[src/rtl/cache_write_buffer.sv]
// cache_write_buffer
//   Posted write buffer between a write-through direct-mapped cache and main
//   memory. Stores are queued in order in a circular FIFO and drained to
//   memory one at a time over a req/ack handshake. A combinational lookup
//   forwards the youngest buffered data for a cache miss address, so a miss
//   never returns stale memory contents.
//
//   Optional feature macro: WB_COALESCE_EN
//     When defined, a store whose word address matches a buffered entry
//     overwrites that entry's data in place. The head entry is never touched
//     while it is being presented to memory.
//
// Ports
//   clk, reset        clock, asynchronous active-high reset
//   wr_valid/ready    store handshake from the cache (wr_addr, wr_data)
//   lk_addr           forwarding lookup address -> fwd_hit, fwd_data
//   mem_req/ack       drain handshake to memory (mem_addr, mem_wdata)
//   count/empty/full  occupancy status
module cache_write_buffer #(
  parameter int DEPTH  = 4,
  parameter int ADDR_W = 32,
  parameter int DATA_W = 32,
  localparam int PW    = $clog2(DEPTH),
  localparam int CW    = $clog2(DEPTH + 1),
  localparam int WA_W  = ADDR_W - 2
) (
  input  logic              clk,
  input  logic              reset,
  input  logic              wr_valid,
  output logic              wr_ready,
  input  logic [ADDR_W-1:0] wr_addr,
  input  logic [DATA_W-1:0] wr_data,
  input  logic [ADDR_W-1:0] lk_addr,
  output logic              fwd_hit,
  output logic [DATA_W-1:0] fwd_data,
  output logic              mem_req,
  output logic [ADDR_W-1:0] mem_addr,
  output logic [DATA_W-1:0] mem_wdata,
  input  logic              mem_ack,
  output logic [CW-1:0]     count,
  output logic              empty,
  output logic              full
);

  typedef enum logic {IDLE = 1'b0, REQ = 1'b1} state_t;

  state_t            state_q, state_d;
  logic              mem_req_q, mem_req_d;
  logic [PW-1:0]     wr_ptr_q, wr_ptr_d;
  logic [PW-1:0]     rd_ptr_q, rd_ptr_d;
  logic [CW-1:0]     count_q, count_d;
  logic [WA_W-1:0]   ent_addr_q [DEPTH];
  logic [WA_W-1:0]   ent_addr_d [DEPTH];
  logic [DATA_W-1:0] ent_data_q [DEPTH];
  logic [DATA_W-1:0] ent_data_d [DEPTH];

  logic              coal_hit;
  logic [PW-1:0]     coal_idx;
  logic              push, pop, coal_wr;

  // Byte-offset bits carry no information at word granularity.
  logic unused_byte_bits;
  assign unused_byte_bits = ^{wr_addr[1:0], lk_addr[1:0]};

  assign count     = count_q;
  assign empty     = (count_q == '0);
  assign full      = (count_q == CW'(DEPTH));
  assign mem_req   = mem_req_q;
  assign mem_addr  = {ent_addr_q[rd_ptr_q], 2'b00};
  assign mem_wdata = ent_data_q[rd_ptr_q];

  // Forwarding: walk entries oldest to youngest so the last match wins.
  always_comb begin
    logic [PW-1:0] idx;
    fwd_hit  = 1'b0;
    fwd_data = '0;
    idx      = '0;
    for (int k = 0; k < DEPTH; k++) begin
      idx = rd_ptr_q + PW'(k);
      if (CW'(k) < count_q && ent_addr_q[idx] == lk_addr[ADDR_W-1:2]) begin
        fwd_hit  = 1'b1;
        fwd_data = ent_data_q[idx];
      end
    end
  end

`ifdef WB_COALESCE_EN
  // Youngest matching entry, skipping the head while memory may be sampling it.
  always_comb begin
    logic [PW-1:0] idx;
    coal_hit = 1'b0;
    coal_idx = '0;
    idx      = '0;
    for (int k = 0; k < DEPTH; k++) begin
      idx = rd_ptr_q + PW'(k);
      if (CW'(k) < count_q && ent_addr_q[idx] == wr_addr[ADDR_W-1:2] &&
          !(k == 0 && state_q == REQ)) begin
        coal_hit = 1'b1;
        coal_idx = idx;
      end
    end
  end
`else
  assign coal_hit = 1'b0;
  assign coal_idx = '0;
`endif

  // A pop frees its slot only from the next cycle, so readiness uses the
  // registered count alone.
  assign wr_ready = !full || coal_hit;
  assign coal_wr  = wr_valid && wr_ready && coal_hit;
  assign push     = wr_valid && wr_ready && !coal_hit;
  assign pop      = (state_q == REQ) && mem_ack;

  always_comb begin
    ent_addr_d = ent_addr_q;
    ent_data_d = ent_data_q;
    wr_ptr_d   = wr_ptr_q;
    rd_ptr_d   = rd_ptr_q;
    count_d    = count_q;
    state_d    = state_q;
    mem_req_d  = mem_req_q;

    if (push) begin
      ent_addr_d[wr_ptr_q] = wr_addr[ADDR_W-1:2];
      ent_data_d[wr_ptr_q] = wr_data;
      wr_ptr_d             = wr_ptr_q + PW'(1);
    end
    if (coal_wr) ent_data_d[coal_idx] = wr_data;
    if (pop)     rd_ptr_d = rd_ptr_q + PW'(1);
    count_d = count_q + CW'(push) - CW'(pop);

    // Drain FSM: one request per entry, returning to IDLE after each ack,
    // which caps throughput at one write every two cycles.
    case (state_q)
      IDLE: if (!empty) begin
        state_d   = REQ;
        mem_req_d = 1'b1;
      end
      REQ: if (mem_ack) begin
        state_d   = IDLE;
        mem_req_d = 1'b0;
      end
      default: begin
        state_d   = IDLE;
        mem_req_d = 1'b0;
      end
    endcase
  end

  always_ff @(posedge clk or posedge reset) begin
    if (reset) begin
      state_q   <= IDLE;
      mem_req_q <= 1'b0;
      wr_ptr_q  <= '0;
      rd_ptr_q  <= '0;
      count_q   <= '0;
      for (int i = 0; i < DEPTH; i++) begin
        ent_addr_q[i] <= '0;
        ent_data_q[i] <= '0;
      end
    end else begin
      state_q    <= state_d;
      mem_req_q  <= mem_req_d;
      wr_ptr_q   <= wr_ptr_d;
      rd_ptr_q   <= rd_ptr_d;
      count_q    <= count_d;
      ent_addr_q <= ent_addr_d;
      ent_data_q <= ent_data_d;
    end
  end

endmodule

[config.mk]
export PLATFORM = sky130hd
export DESIGN_NAME = cache_write_buffer
export DESIGN_NICKNAME = d
export VERILOG_FILES = /design/src/rtl/cache_write_buffer.sv
export SDC_FILE = /design/constraint.sdc
export NUM_CORES = 1
export LEC_CHECK = 0
export CORE_ASPECT_RATIO = 1.2
export CORE_MARGIN = 4
export CORE_UTILIZATION = 55
export CTS_CLUSTER_DIAMETER = 150
export DETAILED_ROUTE_END_ITERATION = 10
export GPL_TIMING_DRIVEN = 0
export MAX_ROUTING_LAYER = met4
export PLACE_DENSITY_LB_ADDON = 0.08
export SLEW_MARGIN = 10
export SYNTH_ARGS = -nofsm -noshare
export SYNTH_HDL_FRONTEND = slang
export SYNTH_SLANG_ARGS = --single-unit
export TNS_END_PERCENT = 100
[constraint.sdc]
create_clock -name clk -period 9.7 [get_ports clk]
set_clock_uncertainty 0.1 [all_clocks]
set_input_delay 1.455 -clock clk [delete_from_list [all_inputs] [get_ports clk]]
set_output_delay 1.455 -clock clk [all_outputs]
set_load 0.01 [all_outputs]
==> metrics, run 1 <==
worst path required time a little over 8000 ps; Syn. warnings 0; Final Setup Violations 0; prevailing post-synth register cell dfrtp_1; # Max-Cap Violations 0; cts hold-fix bufs 0; CP cell instances buf_6, buf_6, buf_8, buf_12, buf_4, buf_4, mux2i_1, xnor2_1, a2111oi_0, o2111ai_2, nor4_4, clkbuf_1, nor2_1, a21oi_1, clkdlybuf4s50_1; grt ovf 0; Placer Congestion approximately 1.1; clk slew on worst S/H paths about 70 ps; crit-path max cell delay approximately 910 ps; sum of buffers and inverters on the critical path 8; IO Pins between 200 and 250; Hold Path Class flip-flop to flip-flop; row count 73; power per cell area approximately 410 mW/mm^2; most repeated cell in the gate-level netlist after synthesis mux2i_1; DR vias/cell about 6.6; Crit Path Class flip-flop to output port; fill cell count around 2.7k; share of cells above drive strength 1 21.6%; slowest CP cell a2111oi_0; port bufs between 150 and 200; worst-skew pair later-pin latency 550 ps; minimum clock period roughly 8000 ps; Synth cell types 84; total CTS buffers 27; synthesis-to-finish area growth 17.7%; Leak between 0.009 and 0.01 uW; Max Buffers Root-to-Sink 3; CP delay by family, top buffers and inverters; Post-CTS Setup Bufs 0; VDD IR max between 0.2 and 0.3 mV; worst-margin pin slew between 1000 and 1500 ps; overall routing resource usage between 30% and 40%; Peak Freq approximately 120 MHz; initial core utilization between 50% and 60%; most area-hungry cell type in the Yosys netlist dfrtp_1; Iteration-0 DRC Markers ~1.6k; H-tree Lvls 1; startpoint types flip-flop; sequential share of the synthesized area about 34%; NumNets Final around 2.1k; Pins Over Slew Limit 0; RSZ-0062 raised after global routing no; post-DP HPWL between 50000 and 60000 um; share of the synthesized area in the top cell type approximately a third; Die Height roughly 210 um; Core Area 0.0334 mm^2; WL/cell 29.4 um; endpoints failing hold 0; Post-Route Utilization 66.3%; WL final around 73000 um; CTS resizes 0; ys async rst share between 90% and 100%; nature of the critical path endpoint output port; Mapped Area about 0.019 mm^2; via count around 16k; Post-Syn Area per Cell between 10 and 15 um^2; Worst slew margin 20.6%; vias in the first global route ~16k; critical-path maximum fanout 10; synth top area cells dfrtp_1 34%, mux2_2 17%, mux2i_1 16%; Sequential cell area ~0.0064 mm^2; die width 177 um; area used by multi-input combinational logic 0.0113 mm^2; outcome complete, no violations; initial antenna violation count 0; DR DRC count 0; DR pass1 iterations 7; Synth Register Bits 257; largest net degree at the start of global routing between 100 and 150; total die area between 0.03 and 0.04 mm^2; clock tree from TritonCTS built; synth cell count leaders 293 x mux2i_1, 280 x mux2_2, 257 x dfrtp_1; fin crit share 83.0%; first-pass GRT wire length between 100000 and 150000 um; Final Power between 9000 and 10000 uW; EDFF count, synth 0; root buffer cell clkbuf_16; clock sinks around 260; Mapped Cells 1785; critical path arrival 6500 ps; Post-DRT Antenna Nets 0
[placed cells by master, fill, tap and decap left out, types with 31 or more instances in the layout]
| cell type | count |
|---|---|
| o2111ai_1 | 31 |
| xnor2_1 | 65 |
| a21boi_0 | 53 |
| clkdlybuf4s50_1 | 177 |
| mux2_2 | 280 |
| clkbuf_1 | 74 |
| dfrtp_1 | 257 |
| nand2_1 | 204 |
| a21oi_1 | 66 |
| mux2i_1 | 293 |
| nor2_1 | 81 |
[metrics by stage]
stage	TNS (ps)	setup slack [ps]	instances	hold slack, ps	instance area [um^2]
final	0	1650	2467	428	22200
after global routing	0	1500	2466	451	22200
after CTS	0	1730	2466	432	22200
after detailed placement	0	2240	2416	414	21200
after global placement	-429370	-1710	2413	386	21200
after floorplan	0	1070	1786	396	18800
[area by class of cell]
cell class                 count  share of cell area (%)
sequential                   257                    29.0
tap                          450                    2.54
multi-input combinational   1349                    51.1
clock buffer                  35                    3.37
clock inverter                15                   0.746
buffer                       152                    4.44
inverter                      28                   0.508
antenna                        1                  0.0113
timing repair buffer         180                    8.29
[flip-flops by register name, summed over array words and instances, names as in the netlist]
name	cells
wr_ptr_q	2
count	3
state_q	1
ent_addr_q	120
rd_ptr_q	2
mem_req	1
ent_data_q	128
[layer usage]
layer | global-route usage [%] | wire length (um) | up-vias | share of wire, %
met4 | 22.3 | 5250 | 0 | 7.2
met1 | 44.3 | 25900 | 8110 | 36
met2 | 66.6 | 36300 | 1021 | 50
met5 | - | 0 | - | 0
li1 | - | - | 6963 | -
met3 | 5.10 | 5090 | 278 | 7.0
[worst paths after layout]
| path | startpoint | end | slack [ps] | depth (start not counted) |
|---|---|---|---|---|
| max | rd_ptr_q[1] | fwd_data[22] | 1650 | 15 |
| min | ent_addr_q[15] | ent_addr_q[15] | 430 | 1 |
| max reg2reg | rd_ptr_q[0] | rd_ptr_q[0] | 5000 | 12 |
| min reg2reg | ent_addr_q[15] | ent_addr_q[15] | 430 | 1 |
| max in group asynchronous | reset | ent_data_q[72] | 7290 | 3 |
| min in group asynchronous | reset | ent_addr_q[23] | 1230 | 2 |
[worst reg2reg max path, stage by stage, from the launching register on]
cell and delay, ps:
dfrtp_1 380, buf_6 150, buf_12 170, inv_1 140, buf_2 400, buf_2 390
buf_4 300, buf_4 260, buf_2 420, clkbuf_1 540, clkbuf_1 490, clkbuf_1 680
xnor2_1 150
[cell families after synthesis]
| kind of cell | synth area share (%) |
|---|---|
| compound gates | 10.8 |
| buf+inv | 5.78 |
| simple gates | 8.09 |
| flops | 34.2 |
| xor+xnor | 4.37 |
| mux | 36.1 |
| other cells | 0.0199 |
| fa+ha+maj | 0.638 |
[where the power goes]
part           internal, uW  leakage [uW]  switching, uW
combinational          2560       0.00614           3300
clock                   622      0.000445            450
sequential             1630       0.00305            540
(Power assumes the default switching activity.)
==> run 2, diff against run 1 <==
Clock period 9.7 ns to 8 ns, I/O delays scaled along.
==> run 2 against run 1 <==
Hold slack gained 2.0 ps. Clock power grew 33%. First-iteration DRC count shrank 2.3%. Die area is the same. Cell count grew 0.12%. Power grew 23%. Design area grew 0.66%. Critical path type unchanged. Largest cell class unchanged. Largest power group unchanged.
==> metrics, run 2 (synthesized netlist as in run 1, its figures left out) <==
Pins Over Slew Limit 0; NumNets Final roughly 2.1k; Crit Path Class flip-flop to output port; Post-DRT Antenna Nets 0; commonest cells after routing, fill and taps aside 293 x mux2i_1, 280 x mux2_2, 257 x dfrtp_1; worst path required time 6700 ps; IO Pins slightly above 200; overall routing resource usage between 40% and 50%; Hold Path Class flip-flop to flip-flop; # Max-Cap Violations 0; largest net degree at the start of global routing 41; synthesis-to-finish area growth 18.4%; root buffer cell clkbuf_16; Iteration-0 DRC Markers about 1.6k; total CTS buffers 29; Max Buffers Root-to-Sink 3; CP most frequent cell buf_6; CP cell instances buf_6, buf_6, buf_8, buf_12, buf_6, buf_6, mux2i_1, mux2i_1, a222oi_1, o2111ai_1, nor4_4, clkbuf_1, nor2_1, a21oi_1, clkdlybuf4s50_1; CTS resizes 0; initial antenna violation count 1; row count between 70 and 80; critical-path maximum fanout 10; share of cells above drive strength 1 between 20% and 30%; power per cell area a little over 500 mW/mm^2; endpoints failing hold 0; worst-skew pair later-pin latency 550 ps; DR vias/cell ~6.7; via count about 17k; VDD IR max approximately 0.33 mV; fin crit share between 90% and 100%; Final Power 11200 uW; Placer Congestion ~1.1; fill cell count 2555; worst-margin pin slew between 1000 and 1500 ps; Top reg by flops ent_data_q; clock tree from TritonCTS built; vias in the first global route ~17k; initial core utilization 56.3%; minimum clock period just under 8000 ps; outcome complete, no violations; slowest CP cell nor4_4; Worst slew margin 23.0%; RSZ-0062 raised after global routing no; Core Area around 0.033 mm^2; WL final between 70000 and 80000 um; DR DRC count 0; first-pass GRT wire length 109000 um; Fin Setup TNS 0 ps; Peak Freq roughly 130 MHz; clk slew on worst S/H paths ~60 ps; DP Worst Slack ~1000 ps; WL/cell just over 30 um; Post-Route Utilization between 60% and 70%; port bufs about 180; max reg flops around 130; Final Setup Violations 0; clock sinks between 200 and 300; most common cell after layout, fill and taps aside mux2i_1; startpoint types flip-flop; cts hold-fix bufs 0; crit-path max cell delay 840 ps; nature of the critical path endpoint output port; DR pass1 iterations 8; post-DP HPWL around 56000 um; die width 177 um; Die Height around 210 um; critical path arrival about 6400 ps; grt ovf 0; Leak 0.00970 uW; H-tree Lvls 1; Post-CTS Setup Bufs 0; setup ws final 301 ps; total die area 0.0373 mm^2
==> run 2: cell types whose count changed in the layout (fill, tap and decap cells not counted), sizes merged <==
cell / before / now
bufinv: 3 / 5
clkinvlp: 3 / 1
buf: 67 / 71
clkbuf: 117 / 122
clkinv: 8 / 5
clkdlybuf4s18: 1 / 0
inv: 29 / 27
==> run 2: critical path: cells and delay by family (launching register included) <==
kind	cells	cell delay (ps)
AO/OA/AOI/OAI	3	1100
flip-flops	1	490
multiplexers	2	690
buffers and inverters	8	2470
AND/OR/NAND/NOR	2	1050
==> run 2: layout make-up <==
type	count	area (um^2)	share of cell area (%)
diodes	1	2.50	0.0112
well taps	450	563	2.53
plain buffers	152	983	4.41
clock buffers	40	827	3.71
multi-input cells	1349	11300	50.7
inverters	28	109	0.488
flip-flops and latches	257	6430	28.8
repair buffers	183	1890	8.48
clock inverters	10	179	0.802
==> run 2: per-stage QoR <==
stage	instances	hold slack (ps)	cell area [um^2]
after global placement	2413	385	21200
after global routing	2470	444	22300
after floorplan	1786	396	18800
after CTS	2469	430	22300
after detailed placement	2419	420	21300
final	2470	430	22300
==> run 2: power breakdown <==
part	internal (uW)	leakage (uW)	switching, uW
logic	3100	0.00616	4060
registers	1980	0.00305	663
clock network	875	0.000497	543
total	5960	0.00970	5270
==> run 2: metal layers <==
layer | vias to the layer above | track usage (%) | wire length, um | part of all wire, %
met5 | - | - | 0 | 0
met4 | 0 | 24.0 | 5650 | 7.6
met3 | 342 | 4.80 | 5130 | 6.9
met2 | 1046 | 68.7 | 37400 | 50
met1 | 8241 | 45.3 | 26300 | 35
li1 | 6978 | - | - | -
==> run 2: final timing paths <==
path / depth (start not counted) / slack [ps] / to / from
hold reg to reg: 1 / 430 / ent_data_q[69] / ent_data_q[69]
max in group asynchronous: 5 / 5540 / ent_data_q[65] / reset
setup / recovery: 15 / 300 / fwd_data[22] / rd_ptr_q[1]
min in group asynchronous: 2 / 1070 / ent_addr_q[24] / reset
setup reg to reg: 12 / 3300 / rd_ptr_q[0] / rd_ptr_q[0]
hold / removal: 1 / 430 / ent_data_q[69] / ent_data_q[69]
